**src/rtl/xs2p_pkg.sv**
```systemverilog
// Shared types and helpers for the serial-to-parallel scheduler.
package xs2p_pkg;

  // Scheduler FSM encoding
  typedef enum logic [1:0] {
    ST_IDLE = 2'd0,
    ST_RD   = 2'd1,
    ST_LAST = 2'd2,
    ST_HOLD = 2'd3
  } state_t;

  // Ceiling log2, never below 1 so that vectors stay at least 1 bit wide
  function automatic int unsigned clog2(input int unsigned n);
    int unsigned r;
    r = 0;
    for (int unsigned v = (n > 0) ? n - 1 : 0; v > 0; v = v >> 1) begin
      r = r + 1;
    end
    return (r == 0) ? 1 : r;
  endfunction

endpackage

```
**src/rtl/xs2p_rr_arb.sv**
```systemverilog
// Combinational round-robin picker: first requester at or after the pointer.
module xs2p_rr_arb
  import xs2p_pkg::*;
#(
  parameter int unsigned NCH = 4
) (
  input  logic [NCH-1:0]         i_req,
  input  logic [clog2(NCH)-1:0]  i_ptr,
  output logic [clog2(NCH)-1:0]  o_gnt_c,
  output logic                   o_any_c
);

  localparam int unsigned CW = clog2(NCH);

  // Scan channels starting at the pointer, wrapping modulo NCH
  always_comb begin
    int unsigned idx;
    idx     = 0;
    o_gnt_c = '0;
    o_any_c = 1'b0;
    for (int unsigned k = 0; k < NCH; k++) begin
      idx = (32'(i_ptr) + k) % NCH;
      if (!o_any_c && (|(i_req & (NCH'(1) << idx)))) begin
        o_any_c = 1'b1;
        o_gnt_c = CW'(idx);
      end
    end
  end

endmodule

```
**src/rtl/xs2p_sched.sv**
```systemverilog
// Round-robin burst reader that packs NPAR serial words into one output beat.
// Optional frame-trigger tracking is enabled by defining XS2P_SCHED_TRIG_EN.
module xs2p_sched
  import xs2p_pkg::*;
#(
  parameter int unsigned BWID = 8,
  parameter int unsigned NPAR = 4,
  parameter int unsigned NCH  = 4
) (
  input  logic                     clk,
  input  logic                     rst,
  input  logic [NCH-1:0]           i_rdy,
  output logic [NCH-1:0]           o_rd,
  input  logic [NCH*BWID-1:0]      iv_data,
  input  logic [NCH-1:0]           i_trig,
  output logic [BWID*NPAR-1:0]     ov_data,
  output logic [clog2(NCH)-1:0]    ov_ch,
  output logic                     o_dv,
  input  logic                     i_ordy,
`ifdef XS2P_SCHED_TRIG_EN
  output logic                     o_trig_err,
`endif
  output logic                     o_trig
);

  localparam int unsigned CW  = clog2(NCH);
  localparam int unsigned CNW = clog2(NPAR);
  localparam int unsigned BW  = BWID * NPAR;

  state_t          r_state, w_state_n;
  logic [CNW-1:0]  r_cnt, w_cnt_n;
  logic [CW-1:0]   r_gnt, w_gnt_n;
  logic [CW-1:0]   r_ptr, w_ptr_n;
  logic [NCH-1:0]  r_rd, w_rd_n;

  logic [CW-1:0]   w_win;
  logic            w_any;
  logic            w_free;
  logic            w_load;

  logic            r_cap_vld;
  logic [CNW-1:0]  r_cap_lane;
  logic [BWID-1:0] w_word;
  logic [BW-1:0]   r_beat, w_beat_n;

  logic [BW-1:0]   r_ov_data;
  logic [CW-1:0]   r_ov_ch;
  logic            r_dv;

  xs2p_rr_arb #(.NCH(NCH)) u_arb (
    .i_req   (i_rdy),
    .i_ptr   (r_ptr),
    .o_gnt_c (w_win),
    .o_any_c (w_any)
  );

  assign w_free = !r_dv || i_ordy;
  assign w_load = ((r_state == ST_LAST) || (r_state == ST_HOLD)) && w_free;

  // Select the returning word of the granted channel
  always_comb begin
    w_word = '0;
    for (int unsigned c = 0; c < NCH; c++) begin
      if (r_gnt == CW'(c)) w_word = iv_data[c*BWID +: BWID];
    end
  end

  // Beat with the word returned this cycle merged into its lane
  always_comb begin
    w_beat_n = r_beat;
    for (int unsigned k = 0; k < NPAR; k++) begin
      if (r_cap_vld && (r_cap_lane == CNW'(k))) w_beat_n[k*BWID +: BWID] = w_word;
    end
  end

  // Next-state and read-strobe decode
  always_comb begin
    w_state_n = r_state;
    w_cnt_n   = r_cnt;
    w_gnt_n   = r_gnt;
    w_ptr_n   = r_ptr;
    w_rd_n    = r_rd;
    case (r_state)
      ST_IDLE: begin
        if (w_any) begin
          w_state_n = ST_RD;
          w_gnt_n   = w_win;
          w_ptr_n   = (w_win == CW'(NCH - 1)) ? '0 : w_win + CW'(1);
          w_cnt_n   = '0;
          w_rd_n    = NCH'(1) << w_win;
        end
      end
      ST_RD: begin
        if (r_cnt == CNW'(NPAR - 1)) begin
          w_state_n = ST_LAST;
          w_cnt_n   = '0;
          w_rd_n    = '0;
        end else begin
          w_cnt_n = r_cnt + CNW'(1);
        end
      end
      ST_LAST: begin
        w_state_n = w_free ? ST_IDLE : ST_HOLD;
      end
      ST_HOLD: begin
        if (w_free) w_state_n = ST_IDLE;
      end
      default: w_state_n = ST_IDLE;
    endcase
  end

  // Control state register
  always_ff @(posedge clk) begin
    if (!rst) begin
      r_state <= ST_IDLE;
      r_cnt   <= '0;
      r_gnt   <= '0;
      r_ptr   <= '0;
      r_rd    <= '0;
    end else begin
      r_state <= w_state_n;
      r_cnt   <= w_cnt_n;
      r_gnt   <= w_gnt_n;
      r_ptr   <= w_ptr_n;
      r_rd    <= w_rd_n;
    end
  end

  // Read-latency pipeline, lane packing and output slot
  always_ff @(posedge clk) begin
    if (!rst) begin
      r_cap_vld  <= 1'b0;
      r_cap_lane <= '0;
      r_beat     <= '0;
      r_ov_data  <= '0;
      r_ov_ch    <= '0;
      r_dv       <= 1'b0;
    end else begin
      r_cap_vld  <= |r_rd;
      r_cap_lane <= r_cnt;
      r_beat     <= w_beat_n;
      if (w_load) begin
        r_ov_data <= w_beat_n;
        r_ov_ch   <= r_gnt;
        r_dv      <= 1'b1;
      end else if (i_ordy) begin
        r_dv <= 1'b0;
      end
    end
  end

  assign o_rd    = r_rd;
  assign ov_data = r_ov_data;
  assign ov_ch   = r_ov_ch;
  assign o_dv    = r_dv;

`ifdef XS2P_SCHED_TRIG_EN
  logic w_trig_sel;
  logic r_trig_lane0;
  logic r_trig_err;
  logic r_ov_trig;

  // Trigger bit of the granted channel, aligned with its data
  always_comb begin
    w_trig_sel = 1'b0;
    for (int unsigned c = 0; c < NCH; c++) begin
      if (r_gnt == CW'(c)) w_trig_sel = i_trig[c];
    end
  end

  // Lane-0 trigger latch, sticky misplaced-trigger flag, output trigger
  always_ff @(posedge clk) begin
    if (!rst) begin
      r_trig_lane0 <= 1'b0;
      r_trig_err   <= 1'b0;
      r_ov_trig    <= 1'b0;
    end else begin
      if (r_cap_vld) begin
        if (r_cap_lane == '0) r_trig_lane0 <= w_trig_sel;
        else if (w_trig_sel)  r_trig_err   <= 1'b1;
      end
      if (w_load) r_ov_trig <= r_trig_lane0;
    end
  end

  assign o_trig     = r_ov_trig;
  assign o_trig_err = r_trig_err;
`else
  logic w_unused_trig;
  assign w_unused_trig = ^i_trig;
  assign o_trig        = 1'b0;
`endif

endmodule

```
**config.mk**
```make
export PLATFORM = sky130hd
export DESIGN_NAME = xs2p_sched
export DESIGN_NICKNAME = d
export VERILOG_FILES = /design/src/rtl/xs2p_pkg.sv /design/src/rtl/xs2p_rr_arb.sv /design/src/rtl/xs2p_sched.sv
export SDC_FILE = /design/constraint.sdc
export NUM_CORES = 1
export LEC_CHECK = 0
export CORE_ASPECT_RATIO = 1.75
export CORE_MARGIN = 8
export CORE_UTILIZATION = 40
export DETAILED_ROUTE_END_ITERATION = 16
export PLACE_DENSITY = 0.69
export REMOVE_ABC_BUFFERS = 1
export SYNTH_ARGS = -nofsm -noshare
export SYNTH_HDL_FRONTEND = slang
export SYNTH_SLANG_ARGS = --single-unit
```
**constraint.sdc**
```tcl
create_clock -name clk -period 2.4 [get_ports clk]
set_input_delay 0.48 -clock clk [delete_from_list [all_inputs] [get_ports clk]]
set_output_delay 0.48 -clock clk [all_outputs]
set_load 0.02 [all_outputs]
```
==> results.md <==
- # IOs: 83
- Power Density: 910 nW/um^2
- Clk pwr share: 32.0%
- GPL Wtd Cong: 0.757
- Register area: 1650 um^2
- Deepest clock path buffer count: 2
- Synth top area share: 46.6%
- Vias in the first global route: 2772
- Drt drc: 0
- Placed insts: 519
- Setup repair after global routing missed its margin: no
- Synth Instances: 330
- Max FO, Critical Path: 6
- Max_cap viols: 0
- Combinational share of power: 32.4%
- Netlist cell types: 41
- Worst VDD drop: 0.000645 V
- Post-route ant nets: 0
- CP Capture Type: register
- Seq pwr share: 35.5%
- Worst-path clk slew: 0.06 ns
- Wire per inst: 15.5 um
- Critical Path RT: 2.67 ns
- Core Region: 8610 um^2
- Synthesized cell area: 3520 um^2
- Nets: 465
- CTS tree: yes
- Initial antenna violation count: 0
- Final setup margin: 0.144 ns
- P_sw: 1.31 mW
- Achievable frequency: 443 MHz
- Syn avg cell area: 10.7 um^2
- Die width: 86.9 um
- Setup CP Type: reg2reg
- Fin crit share: 94.0%
- Layout cells sized above 1: 13.9%
- Outcome: finished clean
- CTS H-Tree Depth: 3
- Synth area leaders: dfxtp_1, mux2i_1, o211a_1
- DIE AREA: 12200 um^2
- Clk_skew: 0.00545 ns
- Synth warn: 0
- Gr ovfl total: 0
- Top FF cell, synth: dfxtp_1
- Clock sink count: 82
- Startpoint Class: register
- Row Count: 45
- Global-route wire length before repair: 13.4 mm
- Post-route setup TNS: 0 ns
- CTS Buf Count: 9
- Clock latency on the worst-skew pair: 0.33 ns
- Buf/Inv on CP: 2
- Final worst path period need: 2.26 ns
- WP data arrival: 2.52 ns
- Crit-path cells: inv_1 -> ha_2 -> a22o_2 -> or2_4 -> a21o_2 -> a22o_1 -> inv_1 -> ha_1 -> nand2_1 -> a21boi_1
- Non-filler cells, final: 535
- Die Y: 140 um
- Fin util: 56.4%
- Final WL: 8.27 mm
- Leak: 2.29 nW
- Area leader, netlist: dfxtp_1
- CTS root buf: clkbuf_16
- Top-count cell post-synth: dfxtp_1
- Endpoints failing hold: 0
- Most used cell, CP: inv_1
- Largest net degree at the start of global routing: 67
- Critical path's top delay family: compound AO/OA/AOI/OAI gates
- Buffers on Ports: 77
- Post-synth EDFFs: 0
- Seq/Total Area, Yosys: 46.6%
- CP peak stage delay: 0.39 ns
- DR iter-0 viols: 110
- Antenna diode count: 0
- Post-detail-place hpwl: 5.90 mm
- Synthesis-to-layout area growth: 38.0%
- Gr usage total: 14.1%
- Vias: 2699
- DRT Pass-1 Iters: 4
- Setup WS pre-CTS: -0.275 ns
- Vias/cell: 5.04
- Initial Utilization: 40.9%
- Area of the multi-input gates: 1820 um^2
- Post-CTS setup buffer count: 0
- Slew Limit Fails: 0
- Async S/R FF share, synth: 0%
- Post-synth top cells: dfxtp_1, nand2_1, nor2b_1
- Worst slew pin tran: 0.685 ns
- Hold_ws: 0.487 ns
- Worst Hold Class: reg2reg
- Fillers: 795
- Net Sw Frac: 29.7%
- Max_slew headroom: 54.2%
- Critical Path Slowest Stage Cell: dfxtp_4
- Int Pwr: 3.11 mW
- Final Setup Violations: 0
- #FFs+latches synth: 82
==> cell usage in the layout, fill, tap and decap left out, drive strengths merged <==
master,n
nor2,2
nor3,1
o41ai,1
o32ai,1
a21o,1
mux4,8
a31oi,1
inv,4
nand2b,1
a2111oi,1
a311oi,1
nand3b,2
nor2b,39
buf,19
and2,3
bufinv,1
nand2,44
o211a,32
conb,1
o21a,2
a21boi,7
a22o,4
clkdlybuf4s50,76
o21bai,1
nand3,7
a221o,1
mux2i,34
a21oi,2
o21ai,6
or2,1
ha,9
clkbuf,15
a221oi,1
a22oi,4
o41a,2
dfxtp,82
nor3b,1
==> cell families after synthesis <==
group                      synth area share [%]
and+or+nand+nor                            14.6
DFF                                        46.6
adders and majority gates                  3.20
AOI/OAI and AO/OA                          17.5
muxes                                      14.8
buffers and inverters                      3.23
other                                     0.106
==> power by group through the flow <==
stage               logic, mW  clock network (mW)  registers, mW
finish                   1.44                1.42           1.57
global route             1.59                1.51           1.59
CTS                      1.38                1.45           1.57
detailed placement       1.35                   0           1.60
global placement         1.31                   0           1.60
floorplan               0.767                   0           1.63
==> worst paths after layout <==
check | start | endpoint | slack [ns] | depth (start not counted)
setup reg to reg | r_ptr[1] | o_rd[2] | 0.14 | 10
hold reg to reg | o_rd[2] | o_rd[2] | 0.49 | 2
setup / recovery | r_ptr[1] | o_rd[2] | 0.14 | 10
hold / removal | o_rd[2] | o_rd[2] | 0.49 | 2
==> tightest hold or removal path, delay by kind of cell, from the launching register on <==
family | cells | cell delay, ns
flops | 1 | 0.32
compound gates | 1 | 0.05
simple gates | 1 | 0.06
==> repair_timing <==
item | in CTS | in global routing
pin swaps | 0 | 2
setup endpoints to repair | 1 | 8
hold endpoints to repair | 0 | 0
resized for setup | 1 | 11
hold buffers | 0 | 0
==> state kept, by name, indices dropped and copies added, names as in the netlist <==
| name | count |
|---|---|
| ov_data | 32 |
| r_beat | 32 |
| o_rd | 4 |
| ov_ch | 2 |
| r_cap_lane | 2 |
| r_cnt | 2 |
| r_gnt | 2 |
| r_ptr | 2 |
| r_state | 2 |
| o_dv | 1 |
| r_cap_vld | 1 |
==> through the flow <==
stage / instance area, um^2 / power, mW
2_1_floorplan: 3420 / 2.39
3_3_place_gp: 4500 / 2.91
3_5_place_dp: 4500 / 2.95
4_1_cts: 4820 / 4.39
5_1_grt: 4860 / 4.68
6_report: 4860 / 4.42
==> routing by layer <==
| layer | GRT usage (%) | wire length [um] |
|---|---|---|
| met1 | 15.3 | 3360 |
| met4 | 7.67 | 184 |
| met5 | 0 | 0 |
| met3 | 3.46 | 447 |
| met2 | 24.3 | 4280 |
==> cell type report <==
class	count	area share, %
Sequential cell	82	33.9
Clock inverter	1	0.618
Tap cell	117	3.01
Inverter	4	0.309
Timing Repair Buffer	95	18.8
Clock buffer	15	5.92
Multi-Input combinational cell	221	37.5
No activity file was read; power rests on OpenSTA's default activity.
